===== config.mk =====
export PLATFORM = sky130hd
export DESIGN_NAME = quad_step_decoder_flat
export DESIGN_NICKNAME = d
export VERILOG_FILES = /design/src/rtl/quad_step_decoder_if.sv /design/src/rtl/quad_step_decoder.sv /design/src/flat_wrapper.sv
export SDC_FILE = /design/constraint.sdc
export NUM_CORES = 1
export LEC_CHECK = 0
export CORE_MARGIN = 10
export CORE_UTILIZATION = 40
export CTS_BUF_LIST = sky130_fd_sc_hd__clkbuf_4
export CTS_CLUSTER_SIZE = 10
export DETAILED_ROUTE_END_ITERATION = 8
export PLACE_DENSITY_LB_ADDON = 0.3
export SLEW_MARGIN = 10
export SYNTH_ARGS = -nofsm -noshare
export SYNTH_HDL_FRONTEND = slang
export SYNTH_SLANG_ARGS = --single-unit

===== constraint.sdc =====
create_clock -name clk -period 2.5 [get_ports clk]
set_input_delay 0.375 -clock clk [delete_from_list [all_inputs] [get_ports clk]]
set_output_delay 0.375 -clock clk [all_outputs]
set_load 0.02 [all_outputs]

===== src/rtl/quad_step_decoder_if.sv =====
// Signal bundle between the quadrature front end and its environment.
// Strobe semantics: step/err are single-cycle pulses with no back-pressure; dir is valid whenever step is high.
interface quad_step_decoder_if #(
    parameter int ERRW = 8
);
    logic            a_in;
    logic            b_in;
    logic            clr_err;
    logic            dir;
    logic            step;
    logic            err;
    logic [ERRW-1:0] err_cnt;
    logic            armed;

    modport master (
        output a_in, b_in, clr_err,
        input  dir, step, err, err_cnt, armed
    );

    modport slave (
        input  a_in, b_in, clr_err,
        output dir, step, err, err_cnt, armed
    );
endinterface


===== src/rtl/quad_step_decoder.sv =====
// Quadrature front end: synchronises and glitch-filters A/B, decodes Gray steps into
// a one-cycle count strobe plus direction, and flags/counts illegal double transitions.
module quad_step_decoder #(
    parameter int FILT = 4,
    parameter int ERRW = 8
) (
    input  logic               clk,
    input  logic               rst,
    quad_step_decoder_if.slave bus
);
    localparam logic [7:0]      CNT_MAX = 8'(FILT - 1);
    localparam logic [ERRW-1:0] ERR_MAX = {ERRW{1'b1}};

    typedef enum logic {
        ST_UNARMED = 1'b0,
        ST_ARMED   = 1'b1
    } state_t;

    state_t          state;
    logic [1:0]      sync1;
    logic [1:0]      sync2;
    logic [1:0]      cand;
    logic [1:0]      filt;
    logic [7:0]      cnt;
    logic            dir_q;
    logic            step_q;
    logic            err_q;
    logic [ERRW-1:0] err_cnt_q;

    logic commit;
    logic fwd;
    logic rev;
    logic dbl;

    // cnt at saturation means the candidate survived FILT consecutive samples.
    assign commit = (cnt == CNT_MAX) && ((cand != filt) || (state == ST_UNARMED));

    always_comb begin
        fwd = 1'b0;
        rev = 1'b0;
        dbl = 1'b0;
        case ({filt, cand})
            4'b00_01, 4'b01_11, 4'b11_10, 4'b10_00: fwd = 1'b1;
            4'b00_10, 4'b10_11, 4'b11_01, 4'b01_00: rev = 1'b1;
            4'b00_11, 4'b11_00, 4'b01_10, 4'b10_01: dbl = 1'b1;
            default: ;
        endcase
    end

    always_ff @(posedge clk or posedge rst) begin
        if (rst) begin
            state     <= ST_UNARMED;
            sync1     <= 2'b00;
            sync2     <= 2'b00;
            cand      <= 2'b00;
            filt      <= 2'b00;
            cnt       <= 8'd0;
            dir_q     <= 1'b1;
            step_q    <= 1'b0;
            err_q     <= 1'b0;
            err_cnt_q <= '0;
        end else begin
            sync1 <= {bus.a_in, bus.b_in};
            sync2 <= sync1;

            if (sync2 != cand) begin
                cand <= sync2;
                cnt  <= 8'd0;
            end else if (cnt != CNT_MAX) begin
                cnt <= cnt + 8'd1;
            end

            step_q <= 1'b0;
            err_q  <= 1'b0;
            if (commit) begin
                filt <= cand;
                // The first accepted value only establishes the reference phase.
                if (state == ST_UNARMED) begin
                    state <= ST_ARMED;
                end else if (fwd) begin
                    step_q <= 1'b1;
                    dir_q  <= 1'b1;
                end else if (rev) begin
                    step_q <= 1'b1;
                    dir_q  <= 1'b0;
                end else if (dbl) begin
                    err_q <= 1'b1;
                end
            end

            if (bus.clr_err) begin
                err_cnt_q <= '0;
            end else if (commit && (state == ST_ARMED) && dbl && (err_cnt_q != ERR_MAX)) begin
                err_cnt_q <= err_cnt_q + 1'b1;
            end
        end
    end

    assign bus.dir     = dir_q;
    assign bus.step    = step_q;
    assign bus.err     = err_q;
    assign bus.err_cnt = err_cnt_q;
    assign bus.armed   = (state == ST_ARMED);
endmodule


===== src/flat_wrapper.sv =====
// flat-port wrapper written by rule: the top's interface ports become plain ports
module quad_step_decoder_flat 
#(
    parameter int FILT = 4,
    parameter int ERRW = 8
)
  (clk, rst, bus_a_in, bus_b_in, bus_clr_err, bus_dir, bus_step, bus_err, bus_err_cnt, bus_armed);
  quad_step_decoder_if #(.ERRW(ERRW)) bus_i ();
  input  logic clk;
  input  logic rst;
  input wire logic [$bits(bus_i.a_in)-1:0] bus_a_in;
  input wire logic [$bits(bus_i.b_in)-1:0] bus_b_in;
  input wire logic [$bits(bus_i.clr_err)-1:0] bus_clr_err;
  output wire logic [$bits(bus_i.dir)-1:0] bus_dir;
  output wire logic [$bits(bus_i.step)-1:0] bus_step;
  output wire logic [$bits(bus_i.err)-1:0] bus_err;
  output wire logic [$bits(bus_i.err_cnt)-1:0] bus_err_cnt;
  output wire logic [$bits(bus_i.armed)-1:0] bus_armed;
  assign bus_i.a_in = bus_a_in;
  assign bus_i.b_in = bus_b_in;
  assign bus_i.clr_err = bus_clr_err;
  assign bus_dir = bus_i.dir;
  assign bus_step = bus_i.step;
  assign bus_err = bus_i.err;
  assign bus_err_cnt = bus_i.err_cnt;
  assign bus_armed = bus_i.armed;
  quad_step_decoder #(.FILT(FILT), .ERRW(ERRW)) u_core (.clk(clk), .rst(rst), .bus(bus_i));
endmodule

==> impl_results.html <==
<table>
<tr><th>Metric</th><th>Value</th></tr>
<tr><th colspan="2">Final layout</th></tr>
<tr><td>Fin area</td><td>~1500 sq um</td></tr>
<tr><td>Synth-to-layout area growth</td><td>18.6%</td></tr>
<tr><td>Share of the core filled with cells</td><td>49.7%</td></tr>
<tr><td>Net count reported at finish</td><td>143</td></tr>
<tr><td>Share of layout cells above drive strength 1</td><td>between 8 and 9%</td></tr>
<tr><td>Number of inserted diodes</td><td>0</td></tr>
<tr><th colspan="2">Timing</th></tr>
<tr><td>RSZ-0062 raised after global routing</td><td>no</td></tr>
<tr><td>Shortest period the worst path allows</td><td>2.23 ns</td></tr>
<tr><td>Share of the clock period used by the worst path</td><td>about nine tenths</td></tr>
<tr><td>Worst-margin pin slew</td><td>0.541 ns</td></tr>
<tr><td>Hold violation total from the final report</td><td>0</td></tr>
<tr><td>Final TNS setup</td><td>0 ns</td></tr>
<tr><td>Final clock skew</td><td>~0.010 ns</td></tr>
<tr><td>Maximum frequency from static timing analysis</td><td>between 0.4 and 0.5 GHz</td></tr>
<tr><td>Final setup violating endpoints</td><td>0</td></tr>
<tr><td>Final-report max-slew violation count</td><td>0</td></tr>
<tr><td>Slew margin rel.</td><td>~64%</td></tr>
<tr><th colspan="2">Job</th></tr>
<tr><td>Max-cap violation count</td><td>0</td></tr>
<tr><th colspan="2">Critical path</th></tr>
<tr><td>Start-to-end type of the worst setup path</td><td>flip-flop to flip-flop</td></tr>
<tr><td>Crit. End Element</td><td>flip-flop</td></tr>
<tr><td>Data arrival time of the critical path</td><td>between 2 and 2.5 ns</td></tr>
<tr><td>Type of origin of the critical path</td><td>flip-flop</td></tr>
<tr><td>End of the worst register-to-register path</td><td>u_core.bus.err_cnt[4]</td></tr>
<tr><td>Reg2reg setup slack</td><td>0.27 ns</td></tr>
<tr><td>Reg2reg path depth</td><td>4</td></tr>
<tr><td>Maximum net fanout on the critical path</td><td>16</td></tr>
<tr><td>Crit Reg-Reg Startpoint</td><td>u_core.cnt[4]</td></tr>
<tr><td>Required arrival time at the worst endpoint</td><td>2.76 ns</td></tr>
<tr><th colspan="2">CTS</th></tr>
<tr><td>Total CTS buffers</td><td>3</td></tr>
<tr><td>CTS max path bufs</td><td>2</td></tr>
<tr><td>Post-CTS clock slew at the launch and capture registers of the worst setup and hold paths</td><td>0.14 ns</td></tr>
<tr><td>Deepest level of the CTS H-tree</td><td>1</td></tr>
<tr><td>Clock root buffer</td><td>sky130_fd_sc_hd__clkbuf_4</td></tr>
<tr><td>Clock network latency to the later pin of the worst-skew pair</td><td>about 0.33 ns</td></tr>
<tr><td>CTS tree</td><td>built</td></tr>
<tr><td>CTS sink cnt</td><td>28</td></tr>
<tr><td>Hold Buf Count CTS</td><td>0</td></tr>
<tr><td>Post-CTS Repair Setup Buffers</td><td>0</td></tr>
<tr><td>Post-cts repair resize count</td><td>0</td></tr>
<tr><th colspan="2">Min path</th></tr>
<tr><td>Hold path start</td><td>u_core.sync1[1]</td></tr>
<tr><td>Hold crit path type</td><td>flip-flop to flip-flop</td></tr>
<tr><td>Instance count along the most critical hold path</td><td>0</td></tr>
<tr><td>Endpoint with the worst hold slack</td><td>u_core.sync2[1]</td></tr>
<tr><th colspan="2">Routing</th></tr>
<tr><td>WL met3</td><td>around 70 microns</td></tr>
<tr><td>Met2 WL post-DR</td><td>roughly 1200 microns</td></tr>
<tr><td>Routed len/inst</td><td>between 10 and 15 microns</td></tr>
<tr><td>Number of iterations in the first detailed-routing pass</td><td>4</td></tr>
<tr><td>Iteration-0 DRC Markers</td><td>54</td></tr>
<tr><td>Avg Vias per Cell</td><td>5.11</td></tr>
<tr><td>Uppermost layer routed</td><td>met4</td></tr>
<tr><td>Routed metal-1 wirelength</td><td>roughly 1100 microns</td></tr>
<tr><td>Post-DRT Antenna Nets</td><td>0</td></tr>
<tr><td>Total number of vias</td><td>915</td></tr>
<tr><td>Total wire length after detailed routing</td><td>approximately 2400 microns</td></tr>
<tr><td>Residual DRC count</td><td>0</td></tr>
<tr><th colspan="2">Yosys</th></tr>
<tr><td>Number of distinct standard cells referenced by the synthesized netlist</td><td>32</td></tr>
<tr><td>Share of the synthesized area in compound gates (AO/OA/AOI/OAI)</td><td>between 10% and 20%</td></tr>
<tr><td>Post-synth top area share</td><td>between 50 and 60%</td></tr>
<tr><td>Number of synthesized register bits</td><td>28</td></tr>
<tr><td>Sequential area share after synthesis</td><td>54.9%</td></tr>
<tr><td>Mean instance size in the synthesized netlist</td><td>~11 sq um</td></tr>
<tr><td>Commonest cells in the netlist</td><td>sky130_fd_sc_hd__dfrtp_1 (27), sky130_fd_sc_hd__a21oi_1 (10), sky130_fd_sc_hd__nand3_1 (8), sky130_fd_sc_hd__nor2_1 (8), sky130_fd_sc_hd__xnor2_1 (7)</td></tr>
<tr><td>Share of cell area taken by muxes after synthesis</td><td>1.76%</td></tr>
<tr><td>Main flop type after synthesis</td><td>sky130_fd_sc_hd__dfrtp_1</td></tr>
<tr><td>Cell type with the highest aggregate area in the netlist</td><td>sky130_fd_sc_hd__dfrtp_1</td></tr>
<tr><td>Synthesized-area fraction occupied by xor and xnor cells</td><td>between 8 and 9%</td></tr>
<tr><td>Number of enable-type register cells in the synthesized netlist</td><td>0</td></tr>
<tr><td>Synthesized net count</td><td>roughly 120</td></tr>
<tr><td>Ys async rst share</td><td>between 90% and 100%</td></tr>
<tr><td>Synthesized-area fraction occupied by adder cells</td><td>1.96%</td></tr>
<tr><td>Cell area after technology mapping</td><td>between 1000 and 1500 sq um</td></tr>
<tr><td>Dominant cells by area after synthesis</td><td>sky130_fd_sc_hd__dfrtp_1 (53%), sky130_fd_sc_hd__xnor2_1 (4.8%), sky130_fd_sc_hd__xor2_1 (4.1%), sky130_fd_sc_hd__a21oi_1 (3.9%), sky130_fd_sc_hd__nand3_1 (3.1%)</td></tr>
<tr><td>Cell count after synthesis</td><td>approximately 120</td></tr>
<tr><td>Simple logic cell fraction of the synthesized area</td><td>between 10% and 20%</td></tr>
<tr><td>Combinational family with the most area after synthesis</td><td>simple AND/OR/NAND/NOR gates</td></tr>
<tr><td>Number of warnings issued by yosys</td><td>0</td></tr>
<tr><td>Most numerous cell in the Yosys netlist</td><td>sky130_fd_sc_hd__dfrtp_1</td></tr>
<tr><th colspan="2">Place</th></tr>
<tr><td>Post-place instance area</td><td>1490 sq um</td></tr>
<tr><td>Final estimated routing congestion in global placement</td><td>~0.75</td></tr>
<tr><td>Buffers on Ports</td><td>16</td></tr>
<tr><td>HPWL Detailed</td><td>approximately 1700 microns</td></tr>
<tr><th colspan="2">Global route</th></tr>
<tr><td>Maximum number of pins on one net before global-route repair</td><td>29</td></tr>
<tr><td>Initial antenna violation count</td><td>0</td></tr>
<tr><td>Total global routing track utilization</td><td>under 10%</td></tr>
<tr><td>Grt ovf</td><td>0</td></tr>
<tr><td>Vias in the first global route</td><td>around 860</td></tr>
<tr><td>First-pass GRT wire length</td><td>approximately 4000 microns</td></tr>
<tr><th colspan="2">Floorplanning</th></tr>
<tr><td>Number of placement rows</td><td>20</td></tr>
<tr><td>Height of the die</td><td>between 70 and 80 microns</td></tr>
<tr><td>Area inside the core boundary</td><td>3050 sq um</td></tr>
<tr><td>Chip Width</td><td>roughly 77 microns</td></tr>
<tr><td>IO Pins</td><td>17</td></tr>
<tr><td>Starting density of the core</td><td>about two fifths</td></tr>
<tr><td>Die Area</td><td>5860 sq um</td></tr>
<tr><th colspan="2">Power and ir drop</th></tr>
<tr><td>P_leak</td><td>0.000617 uW</td></tr>
<tr><td>Power density of the placed cells</td><td>around 560 nW/um^2</td></tr>
<tr><td>Overall power after layout</td><td>between 800 and 900 uW</td></tr>
<tr><td>IR Drop Worst-Case VDD</td><td>just over 300 uV</td></tr>
<tr><th colspan="2">Outcome</th></tr>
<tr><td>Run status</td><td>complete, no violations</td></tr>
</table>
==> layer usage <==
metal / global-route usage [%] / vias up
li1: - / 456
met1: 9.90 / 443
met2: 12.8 / 12
met3: 2.24 / 4
met4: 4.65 / 0
met5: 0 / -
==> critical path, stage by stage, from the launching register on <==
cell                      delay, ns
sky130_fd_sc_hd__dfrtp_1       0.45
sky130_fd_sc_hd__or4b_1        0.55
sky130_fd_sc_hd__or4b_4        0.60
sky130_fd_sc_hd__or4_1         0.43
sky130_fd_sc_hd__a21oi_1       0.16
==> worst max-delay path by stage <==
stage          slack [ns]               endpoint        startpoint
3_3_place_gp         0.37  u_core.bus.err_cnt[6]     u_core.cnt[4]
5_1_grt              0.16  u_core.bus.err_cnt[2]     u_core.cnt[4]
6_report             0.27  u_core.bus.err_cnt[4]     u_core.cnt[4]
2_1_floorplan        0.42  u_core.bus.err_cnt[0]  u_core.bus.armed
3_5_place_dp         0.29  u_core.bus.err_cnt[7]     u_core.cnt[4]
4_1_cts              0.26  u_core.bus.err_cnt[7]     u_core.cnt[4]
==> area by class of cell <==
type | count | area, sq um
fillers | 295 | 1540
clock buffers | 4 | 30.0
inverters | 4 | 15.0
well taps | 44 | 55.1
repair buffers | 18 | 175
flip-flops and latches | 28 | 702
multi-input cells | 81 | 539
==> through the flow <==
stage / hold WS (ns) / worst slack, ns / instances
finish: 0.373 / 0.271 / 179
global route: 0.379 / 0.157 / 179
CTS: 0.377 / 0.262 / 179
detailed placement: 0.338 / 0.293 / 175
global placement: 0.339 / 0.370 / 175
floorplan: 0.331 / 0.422 / 117
==> report_power, final <==
| part | switching [uW] | leakage, uW | internal, uW |
|---|---|---|---|
| combinational | 69.0 | 0.000230 | 68.9 |
| sequential | 30.1 | 0.000369 | 482 |
| clock | 125 | 0.0000184 | 73.3 |
| total | 224 | 0.000617 | 624 |
==> layout by cell type (no fill, tap or decap), drive strengths merged <==
cell / synthesis / routed
dfrtp: 27 / 27
clkdlybuf4s50: 0 / 16
a21oi: 10 / 10
nand3: 8 / 8
nor2: 8 / 8
xnor2: 7 / 7
xor2: 6 / 6
o21ai: 6 / 6
nand2: 5 / 5
or4: 4 / 4
inv: 4 / 4
clkbuf: 2 / 4
and3: 4 / 4
o31ai: 3 / 3
or3: 3 / 3
mux2: 2 / 2
o41ai: 2 / 2
ha: 2 / 2
buf: 2 / 2
or4b: 2 / 2
nand4: 1 / 1
nor4b: 1 / 1
nor3: 1 / 1
a41oi: 1 / 1
nand3b: 1 / 1
nand2b: 1 / 1
nor4: 1 / 1
nor2b: 1 / 1
o2111ai: 1 / 1
dfstp: 1 / 1
==> sequential cells by signal (all words and copies together), names as in the netlist <==
signal	flops
u_core.bus.err_cnt	8
u_core.bus.err	1
u_core.cnt	8
u_core.filt	2
u_core.cand	2
u_core.sync2	2
u_core.bus.step	1
u_core.bus.dir	1
u_core.sync1	2
u_core.bus.armed	1
==> cells by family (layout without fill, tap and decap cells) <==
| logic type | Yosys count | in the layout |
|---|---|---|
| mux | 2 | 2 |
| buf+inv | 8 | 26 |
| simple gates | 41 | 41 |
| xor+xnor | 13 | 13 |
| compound gates | 23 | 23 |
| fa+ha+maj | 2 | 2 |
| flops | 28 | 28 |
Note: power is estimated with default switching activity, not from simulation.
